<file path="src/rtl/hazard_control_unit_pkg.sv">
// Shared pipeline constants for the hazard/debug control stage.
// Holds the FSM state encoding, the HALT opcode, the register-zero index
// and the packed control-output bundle used by the top module.
package hazard_control_unit_pkg;

   localparam int unsigned REG_W = 5;
   localparam int unsigned ST_W  = 3;

   localparam logic [ST_W-1:0] ST_IDLE   = 3'd0;
   localparam logic [ST_W-1:0] ST_RUN    = 3'd1;
   localparam logic [ST_W-1:0] ST_STEP   = 3'd2;
   localparam logic [ST_W-1:0] ST_DRAIN  = 3'd3;
   localparam logic [ST_W-1:0] ST_HALTED = 3'd4;

   localparam logic [5:0]       OP_HALT  = 6'b111111;
   localparam logic [REG_W-1:0] REG_ZERO = 5'd0;

   // Control bundle driven towards the pipeline registers each cycle
   typedef struct packed {
      logic pipe_en;
      logic pc_wr_en;
      logic if_id_wr_en;
      logic if_id_flush;
      logic id_ex_flush;
      logic halted;
   } ctl_t;

endpackage

</file>
<file path="src/rtl/hazard_control_unit_if.sv">
// Bus between the ID/EX pipeline datapath and the hazard control unit.
// slave  : the control unit (consumes stage info, drives controls/counters).
// master : the pipeline side.
interface hazard_control_unit_if #(
   parameter int unsigned CNT_W = 32
) ();
   import hazard_control_unit_pkg::*;

   logic [REG_W-1:0] i_rs_ID;
   logic [REG_W-1:0] i_rt_ID;
   logic             i_flg_uses_rt_ID;
   logic [REG_W-1:0] i_rt_EX;
   logic             i_flg_mem_rd_EX;
   logic             i_flg_branch_taken_EX;
   logic             i_flg_halt_ID;
   logic             i_dbg_run;
   logic             i_dbg_step;

   logic             o_pipe_en;
   logic             o_pc_wr_en;
   logic             o_IF_ID_wr_en;
   logic             o_IF_ID_flush;
   logic             o_ID_EX_flush;
   logic             o_halted;
   logic [CNT_W-1:0] o_stall_cnt;
   logic [CNT_W-1:0] o_cycle_cnt;

   modport slave (
      input  i_rs_ID, i_rt_ID, i_flg_uses_rt_ID, i_rt_EX, i_flg_mem_rd_EX,
             i_flg_branch_taken_EX, i_flg_halt_ID, i_dbg_run, i_dbg_step,
      output o_pipe_en, o_pc_wr_en, o_IF_ID_wr_en, o_IF_ID_flush,
             o_ID_EX_flush, o_halted, o_stall_cnt, o_cycle_cnt
   );

   modport master (
      output i_rs_ID, i_rt_ID, i_flg_uses_rt_ID, i_rt_EX, i_flg_mem_rd_EX,
             i_flg_branch_taken_EX, i_flg_halt_ID, i_dbg_run, i_dbg_step,
      input  o_pipe_en, o_pc_wr_en, o_IF_ID_wr_en, o_IF_ID_flush,
             o_ID_EX_flush, o_halted, o_stall_cnt, o_cycle_cnt
   );

endinterface

</file>
<file path="src/rtl/hazard_control_unit_load_use_detector.sv">
// Combinational load-use hazard detector.
// Flags when the load in EX writes a register the instruction in ID reads.
// Ports: rs_id/rt_id/uses_rt_id (ID sources), rt_ex/mem_rd_ex (EX load),
//        hazard_c (bubble required).
module load_use_detector
   import hazard_control_unit_pkg::*;
(
   input  logic [REG_W-1:0] rs_id,
   input  logic [REG_W-1:0] rt_id,
   input  logic             uses_rt_id,
   input  logic [REG_W-1:0] rt_ex,
   input  logic             mem_rd_ex,
   output logic             hazard_c
);

   // $zero is never a real dependency
   assign hazard_c = mem_rd_ex && (rt_ex != REG_ZERO) &&
                     ((rt_ex == rs_id) || (uses_rt_id && (rt_ex == rt_id)));

endmodule

</file>
<file path="src/rtl/hazard_control_unit.sv">
// ID-stage hazard and debug control for the 5-stage core.
// Inserts load-use bubbles, flushes wrong-path work on taken branches and
// sequences debug run/step/halt, draining the pipeline after HALT.
// Ports: i_clk, i_rst_n (sync, active-low), bus (slave side of
//        hazard_control_unit_if: stage info in, enables/flushes/counters out).
module hazard_control_unit
   import hazard_control_unit_pkg::*;
#(
   parameter int unsigned DRAIN_CYCLES = 3,
   parameter int unsigned CNT_W        = 32
) (
   input  logic                  i_clk,
   input  logic                  i_rst_n,
   hazard_control_unit_if.slave  bus
);

   localparam int unsigned      DRN_W    = (DRAIN_CYCLES > 1) ? $clog2(DRAIN_CYCLES) : 1;
   localparam logic [DRN_W-1:0] DRN_LOAD = DRN_W'(DRAIN_CYCLES - 1);
   localparam logic [CNT_W-1:0] CNT_MAX  = '1;

   logic [ST_W-1:0]  state_q, state_d;
   logic [DRN_W-1:0] drain_q, drain_d;
   logic [CNT_W-1:0] cycle_q, cycle_d;
   logic [CNT_W-1:0] stall_q, stall_d;
   logic             step_q;
   logic             step_rise_c;
   logic             load_use_c;
   logic             stall_c;
   ctl_t             ctl_c;

   load_use_detector u_load_use (
      .rs_id      (bus.i_rs_ID),
      .rt_id      (bus.i_rt_ID),
      .uses_rt_id (bus.i_flg_uses_rt_ID),
      .rt_ex      (bus.i_rt_EX),
      .mem_rd_ex  (bus.i_flg_mem_rd_EX),
      .hazard_c   (load_use_c)
   );

   assign step_rise_c = bus.i_dbg_step && !step_q;

   // State, drain counter, step edge history and performance counters
   always_ff @(posedge i_clk) begin
      if (!i_rst_n) begin
         state_q <= ST_IDLE;
         drain_q <= '0;
         cycle_q <= '0;
         stall_q <= '0;
         step_q  <= 1'b0;
      end else begin
         state_q <= state_d;
         drain_q <= drain_d;
         cycle_q <= cycle_d;
         stall_q <= stall_d;
         step_q  <= bus.i_dbg_step;
      end
   end

   // Next state and per-cycle controls
   always_comb begin
      state_d = state_q;
      drain_d = drain_q;
      ctl_c   = '0;
      stall_c = 1'b0;

      case (state_q)
         ST_IDLE: begin
            if (bus.i_dbg_run) begin
               state_d = ST_RUN;
            end else if (step_rise_c) begin
               state_d = ST_STEP;
            end
         end

         ST_RUN, ST_STEP: begin
            ctl_c.pipe_en = 1'b1;
            // A taken branch squashes whatever sits in ID, HALT included
            if (bus.i_flg_branch_taken_EX) begin
               ctl_c.pc_wr_en    = 1'b1;
               ctl_c.if_id_wr_en = 1'b1;
               ctl_c.if_id_flush = 1'b1;
               ctl_c.id_ex_flush = 1'b1;
            end else if (bus.i_flg_halt_ID) begin
               ctl_c.if_id_flush = 1'b1;
               ctl_c.id_ex_flush = 1'b1;
            end else if (load_use_c) begin
               ctl_c.id_ex_flush = 1'b1;
               stall_c           = 1'b1;
            end else begin
               ctl_c.pc_wr_en    = 1'b1;
               ctl_c.if_id_wr_en = 1'b1;
            end

            if (!bus.i_flg_branch_taken_EX && bus.i_flg_halt_ID) begin
               state_d = ST_DRAIN;
               drain_d = DRN_LOAD;
            end else if ((state_q == ST_STEP) || !bus.i_dbg_run) begin
               state_d = ST_IDLE;
            end
         end

         // Let EX/MEM/WB retire while fetch stays frozen; run/step ignored
         ST_DRAIN: begin
            ctl_c.pipe_en     = 1'b1;
            ctl_c.if_id_flush = 1'b1;
            if (drain_q == '0) begin
               state_d = ST_HALTED;
            end else begin
               drain_d = drain_q - DRN_W'(1);
            end
         end

         ST_HALTED: begin
            ctl_c.halted = 1'b1;
         end

         default: begin
            state_d = ST_IDLE;
         end
      endcase

      cycle_d = (ctl_c.pipe_en && (cycle_q != CNT_MAX)) ? cycle_q + CNT_W'(1) : cycle_q;
      stall_d = (stall_c && (stall_q != CNT_MAX)) ? stall_q + CNT_W'(1) : stall_q;
   end

   assign bus.o_pipe_en     = ctl_c.pipe_en;
   assign bus.o_pc_wr_en    = ctl_c.pc_wr_en;
   assign bus.o_IF_ID_wr_en = ctl_c.if_id_wr_en;
   assign bus.o_IF_ID_flush = ctl_c.if_id_flush;
   assign bus.o_ID_EX_flush = ctl_c.id_ex_flush;
   assign bus.o_halted      = ctl_c.halted;
   assign bus.o_cycle_cnt   = cycle_q;
   assign bus.o_stall_cnt   = stall_q;

endmodule

</file>
<file path="src/flat_wrapper.sv">
// flat-port wrapper written by rule: the top's interface ports become plain ports
module hazard_control_unit_flat import hazard_control_unit_pkg::*;
#(
   parameter int unsigned DRAIN_CYCLES = 3,
   parameter int unsigned CNT_W        = 32
)
  (i_clk, i_rst_n, bus_i_rs_ID, bus_i_rt_ID, bus_i_flg_uses_rt_ID, bus_i_rt_EX, bus_i_flg_mem_rd_EX, bus_i_flg_branch_taken_EX, bus_i_flg_halt_ID, bus_i_dbg_run, bus_i_dbg_step, bus_o_pipe_en, bus_o_pc_wr_en, bus_o_IF_ID_wr_en, bus_o_IF_ID_flush, bus_o_ID_EX_flush, bus_o_halted, bus_o_stall_cnt, bus_o_cycle_cnt);
  hazard_control_unit_if #(.CNT_W(CNT_W)) bus_i ();
  input  logic i_clk;
  input  logic i_rst_n;
  input wire logic [$bits(bus_i.i_rs_ID)-1:0] bus_i_rs_ID;
  input wire logic [$bits(bus_i.i_rt_ID)-1:0] bus_i_rt_ID;
  input wire logic [$bits(bus_i.i_flg_uses_rt_ID)-1:0] bus_i_flg_uses_rt_ID;
  input wire logic [$bits(bus_i.i_rt_EX)-1:0] bus_i_rt_EX;
  input wire logic [$bits(bus_i.i_flg_mem_rd_EX)-1:0] bus_i_flg_mem_rd_EX;
  input wire logic [$bits(bus_i.i_flg_branch_taken_EX)-1:0] bus_i_flg_branch_taken_EX;
  input wire logic [$bits(bus_i.i_flg_halt_ID)-1:0] bus_i_flg_halt_ID;
  input wire logic [$bits(bus_i.i_dbg_run)-1:0] bus_i_dbg_run;
  input wire logic [$bits(bus_i.i_dbg_step)-1:0] bus_i_dbg_step;
  output wire logic [$bits(bus_i.o_pipe_en)-1:0] bus_o_pipe_en;
  output wire logic [$bits(bus_i.o_pc_wr_en)-1:0] bus_o_pc_wr_en;
  output wire logic [$bits(bus_i.o_IF_ID_wr_en)-1:0] bus_o_IF_ID_wr_en;
  output wire logic [$bits(bus_i.o_IF_ID_flush)-1:0] bus_o_IF_ID_flush;
  output wire logic [$bits(bus_i.o_ID_EX_flush)-1:0] bus_o_ID_EX_flush;
  output wire logic [$bits(bus_i.o_halted)-1:0] bus_o_halted;
  output wire logic [$bits(bus_i.o_stall_cnt)-1:0] bus_o_stall_cnt;
  output wire logic [$bits(bus_i.o_cycle_cnt)-1:0] bus_o_cycle_cnt;
  assign bus_i.i_rs_ID = bus_i_rs_ID;
  assign bus_i.i_rt_ID = bus_i_rt_ID;
  assign bus_i.i_flg_uses_rt_ID = bus_i_flg_uses_rt_ID;
  assign bus_i.i_rt_EX = bus_i_rt_EX;
  assign bus_i.i_flg_mem_rd_EX = bus_i_flg_mem_rd_EX;
  assign bus_i.i_flg_branch_taken_EX = bus_i_flg_branch_taken_EX;
  assign bus_i.i_flg_halt_ID = bus_i_flg_halt_ID;
  assign bus_i.i_dbg_run = bus_i_dbg_run;
  assign bus_i.i_dbg_step = bus_i_dbg_step;
  assign bus_o_pipe_en = bus_i.o_pipe_en;
  assign bus_o_pc_wr_en = bus_i.o_pc_wr_en;
  assign bus_o_IF_ID_wr_en = bus_i.o_IF_ID_wr_en;
  assign bus_o_IF_ID_flush = bus_i.o_IF_ID_flush;
  assign bus_o_ID_EX_flush = bus_i.o_ID_EX_flush;
  assign bus_o_halted = bus_i.o_halted;
  assign bus_o_stall_cnt = bus_i.o_stall_cnt;
  assign bus_o_cycle_cnt = bus_i.o_cycle_cnt;
  hazard_control_unit #(.DRAIN_CYCLES(DRAIN_CYCLES), .CNT_W(CNT_W)) u_core (.i_clk(i_clk), .i_rst_n(i_rst_n), .bus(bus_i));
endmodule
</file>
<file path="config.mk">
export PLATFORM = sky130hd
export DESIGN_NAME = hazard_control_unit_flat
export DESIGN_NICKNAME = d
export VERILOG_FILES = /design/src/rtl/hazard_control_unit_pkg.sv /design/src/rtl/hazard_control_unit_if.sv /design/src/rtl/hazard_control_unit_load_use_detector.sv /design/src/rtl/hazard_control_unit.sv /design/src/flat_wrapper.sv
export SDC_FILE = /design/constraint.sdc
export NUM_CORES = 1
export LEC_CHECK = 0
export BUFFER_PORTS_ARGS = -buffer_cell sky130_fd_sc_hd__buf_2
export CELL_PAD_IN_SITES_DETAIL_PLACEMENT = 1
export CELL_PAD_IN_SITES_GLOBAL_PLACEMENT = 2
export CORE_MARGIN = 2
export CORE_UTILIZATION = 30
export DETAILED_ROUTE_END_ITERATION = 8
export PLACE_DENSITY = 0.8
export RECOVER_POWER = 25
export SETUP_SLACK_MARGIN = 0.4
export SYNTH_ARGS = -nofsm -noshare
export SYNTH_HDL_FRONTEND = slang
export SYNTH_SLANG_ARGS = --single-unit
</file>
<file path="constraint.sdc">
create_clock -name i_clk -period 2.5 [get_ports i_clk]
set_clock_uncertainty 0.15 [all_clocks]
set_input_delay 0.375 -clock i_clk [delete_from_list [all_inputs] [get_ports i_clk]]
set_output_delay 0.375 -clock i_clk [all_outputs]
set_load 0.1 [all_outputs]
</file>
==> results of run 1 <==
through the flow:
| stage | utilization, % | setup TNS [ps] |
|---|---|---|
| floorplan | - | -116 |
| global placement | 39.4 | 0 |
| detailed placement | 39.4 | 0 |
| CTS | 43.5 | 0 |
| global route | 48.0 | 0 |
| finish | 48.0 | 0 |
Yosys cell counts, drive strengths merged (8+ instances only):
| library cell | count |
|---|---|
| a21oi | 38 |
| and3 | 13 |
| buf | 8 |
| clkbuf | 14 |
| dfxtp | 70 |
| inv | 10 |
| nand2 | 36 |
| nand2b | 12 |
| nand3 | 31 |
| nand4 | 27 |
| nor2 | 37 |
| nor3 | 9 |
| o21ai | 27 |
| or3 | 23 |
| or4 | 11 |
| xnor2 | 13 |
| xor2 | 19 |
state kept, by name, indices dropped and copies added, names as in the netlist:
name                    count
u_core.drain_q              2
u_core.bus.o_stall_cnt     32
u_core.bus.o_cycle_cnt     32
u_core.state_q              3
u_core.step_q               1
path summary, 6_finish.rpt:
check | slack (ps) | to | from
setup / recovery | 210 | u_core.bus.o_stall_cnt[30] | u_core.bus.o_stall_cnt[1]
setup reg to reg | 210 | u_core.bus.o_stall_cnt[30] | u_core.bus.o_stall_cnt[1]
hold reg to reg | 340 | u_core.bus.o_stall_cnt[31] | u_core.bus.o_stall_cnt[31]
hold / removal | 120 | u_core.step_q | bus_i_dbg_step
cells by family after synthesis:
family | count (synthesis) | share of synthesized area [%]
compound gates | 85 | 13.2
xor+xnor | 32 | 7.70
fa+ha+maj | 3 | 1.03
buf+inv | 32 | 3.92
flops | 70 | 38.5
mux | 7 | 1.93
simple gates | 219 | 33.8
worst register-to-register path: cells and delay by family (launching register included):
| kind | cells | cell delay [ps] |
|---|---|---|
| DFF | 1 | 370 |
| and+or+nand+nor | 6 | 1560 |
| adders and majority gates | 1 | 140 |
routing by layer:
metal  vias up  global-route usage (%)  share of wire [%]
li1       1895                       -                  -
met1      1887                    22.1                 44
met2        81                    30.7                 50
met3        24                    6.03                4.2
met4         0                    5.20                1.8
met5         -                       0                  0
power groups by stage:
stage	Sequential [mW]	Combinational (mW)	Clock (mW)
global placement	1.13	0.399	0
detailed placement	1.13	0.404	0
CTS	1.10	0.420	1.21
floorplan	1.16	0.261	0
global route	1.10	0.473	1.26
finish	1.10	0.445	1.17
area by class of cell:
| type | instances | area [um^2] |
|---|---|---|
| fillers | 1403 | 6190 |
| clock buffers | 14 | 254 |
| well taps | 147 | 184 |
| multi-input cells | 348 | 2600 |
| inverters | 10 | 37.5 |
| flip-flops and latches | 70 | 1620 |
| repair buffers | 143 | 1020 |
| clock inverters | 2 | 10.0 |
timing repair:
action,in CTS,in global routing
pin swaps,8,48
gates cloned,3,7
buffers inserted,10,20
setup endpoints to repair,41,57
resized for setup,21,77
==> out/results.txt, run 1 <==
most common cell after layout, fill and taps aside - buf_2
switching part of the total - 29.4%
Final setup violation count - 0
clock sink count - 70
initial antenna violation count - 0
pin count of the biggest net entering global routing - 27
Max Clk Rate - 437 MHz
CTS tree - built
pre-CTS setup slack - 137 ps
Synth cell types - 43
Startpoint Class - register
status - finished clean
clock root buffer master - clkbuf_16
grt ovf - 0
Overall Power - 2.72 mW
Die W - 114 um
post-route cell area - 5720 um^2
hold_ws - 118 ps
Placed Area - 4690 um^2
Synth Warn # - 0
RSZ-0062 raised after global routing - yes
fin nets - 608
top_reg_cell synth - dfxtp_1
Worst Hold Depth - 2
DRC - 0
final non-filler cell total - 734
overall routing resource usage - 18.2%
CTS Buf Count - 9
fin worst setup slack - 211 ps
dpl hpwl - 7.98 mm
Vias - 3887
worst vdd ir - 324 uV
top cells by area, synth - dfxtp_1 (39%), a21oi_1 (5.2%), xor2_1 (4.6%), nand3_1 (4.3%), nand4_1 (4.1%)
clock power share - 43.1%
# rows - 40
Mapped Nets - 474
Period minus WS final - 2290 ps
CP required - 2620 ps
worst-path fanout max - 6
Hold-fix buffers, CTS - 0
Post-synth EDFFs - 0
cell family with most CP delay - simple AND/OR/NAND/NOR gates
Seq pwr share - 40.5%
vias per cell - 5.30
FF+latch count, synth - 70
Iter 0 DRT Violations - 155
total power per unit cell area - 475 nW/um^2
maxcap violations - 0
chip height - 114 um
sw power - 0.800 mW
Clock Path Buffers - 2
Final Max Tran Viols - 0
delay of the slowest critical-path stage - 440 ps
top-area cell type share of the netlist area - 38.5%
Final Cycle Share - 91.6%
Cell Chain, Critical Path - ha_4 > nand4_1 > nor4_4 > nor3b_4 > nand3_4 > or4_4 > nand2_1
Comb pwr share - 16.4%
Hold Vio Cnt, Final - 0
layout cells sized above 1 - 46.5%
floorplan core area - 11900 um^2
Worst Setup End Kind - register
n_diodes - 0
WP depth - 7
Buf/Inv on CP - 0
Rel. slew slack - 18.9%
first-pass iteration count of the detailed router - 4
Syn Area/Cell - 8.12 um^2
H-Tree Depth - 3
Leak - 2.17 nW
R2R depth - 7
Hold Crit Class - in -> reg
number of I/O port buffers - 92
mapped cell area - 3640 um^2
gp weighted congestion - 0.785
DIE AREA - 13000 um^2
io pins - 93
Cells after Synth - 448
Seq/Total Area, Yosys - 38.5%
routed wire length - 12.6 mm
WL/cell - 17.2 um
first-pass GRT wire length - 19.1 mm
ANT nets after route - 0
area growth from synthesis to layout - 57.2%
dominant cell type by area after synthesis - dfxtp_1
Worst Tran Pin Value - 1220 ps
initial core utilization - 30.6%
crit path DAT - 2410 ps
clock slew at reported path FFs - 60 ps
latest clock arrival within the worst-skew pair - 340 ps
ys async rst share - 0%
Max stage delay cell, worst path - or4_4
placed insts - 678
internal power - 1.92 mW
most frequent cells in the layout - buf_2 (56), dfxtp_4 (53), buf_4 (37)
vias in the first global route - 3837
Setup CP Type - reg -> reg
No activity file was read; power rests on OpenSTA's default activity.
==> run 2: changes to the inputs <==
CELL_PAD_IN_SITES_DETAIL_PLACEMENT = unset   (was 1)
CELL_PAD_IN_SITES_GLOBAL_PLACEMENT = unset   (was 2)
CORE_UTILIZATION = 53   (was 30)
PLACE_DENSITY = 0.81   (was 0.8)
==> run 2 against run 1 <==
Effect of this change:
- non-clock buffer count decreased by 10
- setup slack improved by 26 ps
- clock power increased by 4%
- sequential cell count unchanged
- utilization increased by 33 points
- routed wire length decreased by 7.4%
- global-route usage increased by 8.6 points
- fmax increased by 1.1%
- sequential share of layout area increased by 1.6 points
- critical path depth increased by 2
- sequential power about the same
- via count increased by 5.2%
==> out/results.txt, run 2 (same netlist as run 1, synthesis figures left out) <==
DRC - 0
Hold Crit Class - in -> reg
gp weighted congestion - 0.850
Worst Setup End Kind - register
routed wire length - 11.7 mm
first-pass GRT wire length - 16.3 mm
latest clock arrival within the worst-skew pair - 350 ps
fin nets - 597
chip height - 86.9 um
n_diodes - 0
multi-input logic area - 2450 um^2
Max Clk Rate - 442 MHz
initial antenna violation count - 0
Final setup violation count - 0
crit path DAT - 2370 ps
Rel. slew slack - 20.1%
DIE AREA - 7550 um^2
Hold-fix buffers, CTS - 0
pin count of the biggest net entering global routing - 27
Cell Chain, Critical Path - ha_4 > nand4_1 > nor4_4 > buf_4 > nand3_2 > nand3_4 > buf_12 > or4_1 > a21oi_1
first-pass iteration count of the detailed router - 5
FF/Latch Area - 1620 um^2
Leak - 2.09 nW
Iter 0 DRT Violations - 206
grt ovf - 0
vias per cell - 6.23
clock root buffer master - clkbuf_8
Startpoint Class - register
maxcap violations - 0
Final Max Tran Viols - 0
Placed Area - 4590 um^2
floorplan core area - 6720 um^2
Clock Path Buffers - 2
Hold Vio Cnt, Final - 0
clock slew at reported path FFs - 80 ps
cell family with most CP delay - simple AND/OR/NAND/NOR gates
dpl hpwl - 6.59 mm
CP required - 2610 ps
initial core utilization - 54.2%
worst-path fanout max - 6
RSZ-0062 raised after global routing - yes
setup tns final - 0 ps
Die W - 86.9 um
Vias - 4088
most frequent cells in the layout - buf_2 (56), dfxtp_4 (53), nand2_1 (33)
layout cells sized above 1 - 43.1%
number of I/O port buffers - 92
worst vdd ir - 334 uV
CTS tree - built
post-route cell area - 5420 um^2
CTS Buf Count - 9
area growth from synthesis to layout - 48.9%
H-Tree Depth - 3
io pins - 93
ANT nets after route - 0
Buf/Inv on CP - 2
Worst Tran Pin Value - 1200 ps
clock sink count - 70
Max stage delay cell, worst path - or4_1
Setup CP Type - reg -> reg
overall routing resource usage - 26.8%
WL/cell - 17.8 um
# rows - 30
status - finished clean
Final Cycle Share - 90.5%
most common cell after layout, fill and taps aside - buf_2
Period minus WS final - 2260 ps
fill cell count - 401
total power per unit cell area - 505 nW/um^2
delay of the slowest critical-path stage - 510 ps
vias in the first global route - 3619
-- run 2: final timing paths --
kind | startpoint | end | slack (ps) | depth (start not counted)
worst min-delay path | bus_i_dbg_step | u_core.step_q | 100 | 2
worst max register to register | u_core.bus.o_stall_cnt[1] | u_core.bus.o_stall_cnt[12] | 240 | 9
worst max-delay path | u_core.bus.o_stall_cnt[1] | u_core.bus.o_stall_cnt[12] | 240 | 9
worst min register to register | u_core.bus.o_stall_cnt[18] | u_core.bus.o_stall_cnt[18] | 340 | 2
-- run 2: area by class of cell --
cell class,instances,share of cell area (%)
multi-input cells,347,45.3
flip-flops and latches,70,29.8
repair buffers,133,17.5
clock inverters,6,2.47
clock buffers,10,2.36
well taps,80,1.85
inverters,10,0.693
-- run 2: routing by layer --
layer | track usage (%) | wire, um
met1 | 31.1 | 4630
met2 | 47.1 | 5960
met3 | 4.27 | 757
met4 | 13.9 | 352
met5 | 0 | 0
-- run 2: worst register-to-register path: cells and delay by family (launching register included) --
family / cells / cell delay, ps
fa+ha+maj: 1 / 160
simple gates: 5 / 970
buf+inv: 2 / 340
flops: 1 / 370
compound gates: 1 / 190
-- run 2: through the flow --
step                      power (mW)  util [%]  hold slack, ps  std cells  setup WS (ps)
after floorplan                 1.43         -             329        448           -116
after global placement          1.51      68.3             309        608            171
after detailed placement        1.52      68.3             318        608            147
after CTS                       2.73      75.0            78.6        633            267
after global routing            2.83      80.7            80.7        656            190
final                           2.74      80.7            95.3        656            237
-- run 2: repair_timing --
item,4_1_cts,5_1_grt
gates resized for setup,14,56
endpoints found under the setup margin,21,48
pin swaps,5,39
cloned,3,5
setup buffers,6,18
-- run 2: power breakdown --
group          internal, mW  switching, mW
Combinational         0.128          0.290
Sequential             1.08         0.0223
Clock                 0.765          0.454
==> run 3: changes to the inputs <==
ABC_AREA = 1   (was unset)
CORE_UTILIZATION = 56   (was 53)
PLACE_DENSITY = 0.82   (was 0.81)
==> run 3 against run 2 <==
Effect of this change:
- first-iteration DRC count increased by 33%
- global-route usage grew 3.5 points
- count of clock-buffer cells in the layout is 1 lower
- register-to-register slack improved by 200 ps
- cell count rose by 47%
- setup slack better by 91 ps
- critical path type is now reg -> out
- routed wire length grew 19%
- die area up 20%
- via count up 30%
- combinational power rose by 22%
==> out/results.txt, run 3 <==
status - finished clean
Rel. slew slack - 18.5%
clock slew at reported path FFs - 80 ps
Synth Area in Simple Gates - 42.7%
top_reg_cell synth - dfxtp_1
most frequent cells in the layout - nand2_1 (275), nor2_1 (90), inv_1 (63)
Buf/Inv on CP - 1
maxcap violations - 0
DRC - 0
largest family of logic cells by synthesized area - simple AND/OR/NAND/NOR gates
most common cell in the netlist - nand2_1
Cell Chain, Critical Path - clkbuf_1
routed length on met3 - 945 um
overall routing resource usage - 30.3%
Hold Crit Class - in -> reg
Placed Area - 5370 um^2
clock sink count - 70
io pins - 93
vias in the first global route - 4925
Worst Setup End Kind - output port
RSZ-0062 raised after global routing - yes
Mapped Nets - 771
chip height - 95.1 um
total power per unit cell area - 460 nW/um^2
post-route cell area - 5860 um^2
CTS Buf Count - 9
Final Max Tran Viols - 0
most frequent cells after synthesis - nand2_1 (280), nor2_1 (94), dfxtp_1 (70), inv_1 (69), a21oi_1 (41)
number of I/O port buffers - 92
initial antenna violation count - 0
DR top layer - met4
Max Clk Rate - 460 MHz
ANT nets after route - 0
ys async rst share - 0%
pin count of the biggest net entering global routing - 32
Setup CP Type - reg -> out
placed insts - 933
cell family with most CP delay - buffers and inverters
Overall Power - 2.70 mW
WL/cell - 14.4 um
latest clock arrival within the worst-skew pair - 360 ps
met2 wire len - 7.00 mm
Period minus WS final - 2170 ps
Synth Area in Compound Gates - 10.1%
DRT met1 WL - 5.50 mm
# rows - 33
vias per cell - 5.49
Iter 0 DRT Violations - 275
final non-filler cell total - 966
setup tns final - 0 ps
routed wire length - 13.9 mm
crit path DAT - 1650 ps
Hold Vio Cnt, Final - 0
Synth Warn # - 0
most common cell after layout, fill and taps aside - nand2_1
layout cells sized above 1 - 27.3%
Final Cycle Share - 86.9%
Post-synth EDFFs - 0
crit path to - bus_o_stall_cnt[23]
CTS tree - built
Cells after Synth - 745
dpl hpwl - 9.67 mm
Syn Area/Cell - 6.23 um^2
first-pass iteration count of the detailed router - 5
Clock Path Buffers - 2
n_diodes - 0
gp weighted congestion - 0.920
Vias - 5300
Leak - 2.38 nW
H-Tree Depth - 3
area growth from synthesis to layout - 26.2%
mux cell area share after synthesis - 0%
first-pass GRT wire length - 21.8 mm
Worst Tran Pin Value - 1230 ps
Startpoint Class - register
grt ovf - 0
top-area cell type share of the netlist area - 30.2%
worst-path fanout max - 5
DIE AREA - 9040 um^2
flop2flop setup slack - 440 ps
Final setup violation count - 0
CP required - 1980 ps
mapped cell area - 4640 um^2
Synth Area in XOR/XNOR - 7.17%
initial core utilization - 57.1%
Die W - 95.1 um
FF-to-FF End - u_core.bus.o_stall_cnt[22]
top cells by area, synth - dfxtp_1 (30%), nand2_1 (23%), nor2_1 (7.6%), inv_1 (5.6%), xor2_1 (5.5%)
delay of the slowest critical-path stage - 910 ps
fin nets - 882
FF+latch count, synth - 70
worst r2r src - u_core.bus.o_stall_cnt[0]
Hold-fix buffers, CTS - 0
fin util - 72.0%
worst vdd ir - 309 uV
R2R depth - 12
Synth cell types - 33
WP depth - 1
floorplan core area - 8130 um^2
Setup crit start - u_core.bus.o_stall_cnt[23]
Seq/Total Area, Yosys - 30.2%
dominant cell type by area after synthesis - dfxtp_1
Adder-Cell Fraction of Synth Area - 0.808%
clock root buffer master - clkbuf_8
Max stage delay cell, worst path - clkbuf_1
## run 3: changes by cell type in the layout (fill, tap and decap cells not counted), sizes merged, moves of 17 or more
cell / delta
a21oi: +23
buf: -17
inv: +65
nand2: +257
nor2: +61
o21ai: -18
or3: -23
## run 3: logic make-up (layout without fill, tap and decap cells)
kind of cell	Yosys count	after routing
and+or+nand+nor	466	467
buffers and inverters	92	207
AOI/OAI and AO/OA	76	76
DFF	70	70
xor gates and xnor gates	38	38
adders and majority gates	3	3
## run 3: layer usage
layer	vias up	global-route usage, %
li1	2571	-
met1	2437	35.6
met2	242	53.1
met3	50	4.35
met4	0	16.5
met5	-	0
## run 3: cell type report
type | count | area, um^2
well taps | 105 | 131
multi-input cells | 584 | 2950
fillers | 687 | 2280
inverters | 74 | 280
flip-flops and latches | 70 | 1510
clock inverters | 7 | 97.6
clock buffers | 9 | 124
repair buffers | 117 | 769
## run 3: worst register-to-register path, stage by stage, from the launching register on
cell and delay (ps):
dfxtp_4 380, ha_4 140, nand2_2 70, nor2_4 180, nand2_2 90, buf_4 170
nor2_4 90, nand2_1 70, nand4_1 110, buf_12 150, buf_6 140, nand2_1 60
a21oi_1 160
## run 3: worst min path at each step
stage	start	endpoint	slack, ps	cells past startpoint
after detailed placement	u_core.drain_q[0]	u_core.drain_q[0]	290	1
after global placement	u_core.drain_q[0]	u_core.drain_q[0]	290	1
after floorplan	u_core.drain_q[0]	u_core.drain_q[0]	280	1
final	bus_i_dbg_step	u_core.step_q	70	3
after global routing	bus_i_dbg_step	u_core.step_q	90	3
after CTS	bus_i_dbg_step	u_core.step_q	60	3
## run 3: power breakdown
group / internal, mW / switching, mW
registers: 1.12 / 0.0182
clock network: 0.565 / 0.483
logic: 0.145 / 0.363
total: 1.83 / 0.864
## run 3: timing repair
action / in CTS / in global routing
endpoints found under the setup margin: 61 / 62
setup buffers: 5 / 8
pin swaps: 2 / 6
cloned: 1 / 3
resized for setup: 9 / 23
## run 3: per-stage QoR
stage               hold WS (ps)  setup slack (ps)
floorplan                    276               240
global placement             288               142
detailed placement           293              18.1
CTS                         61.1               382
global route                87.1               309
finish                      66.1               328
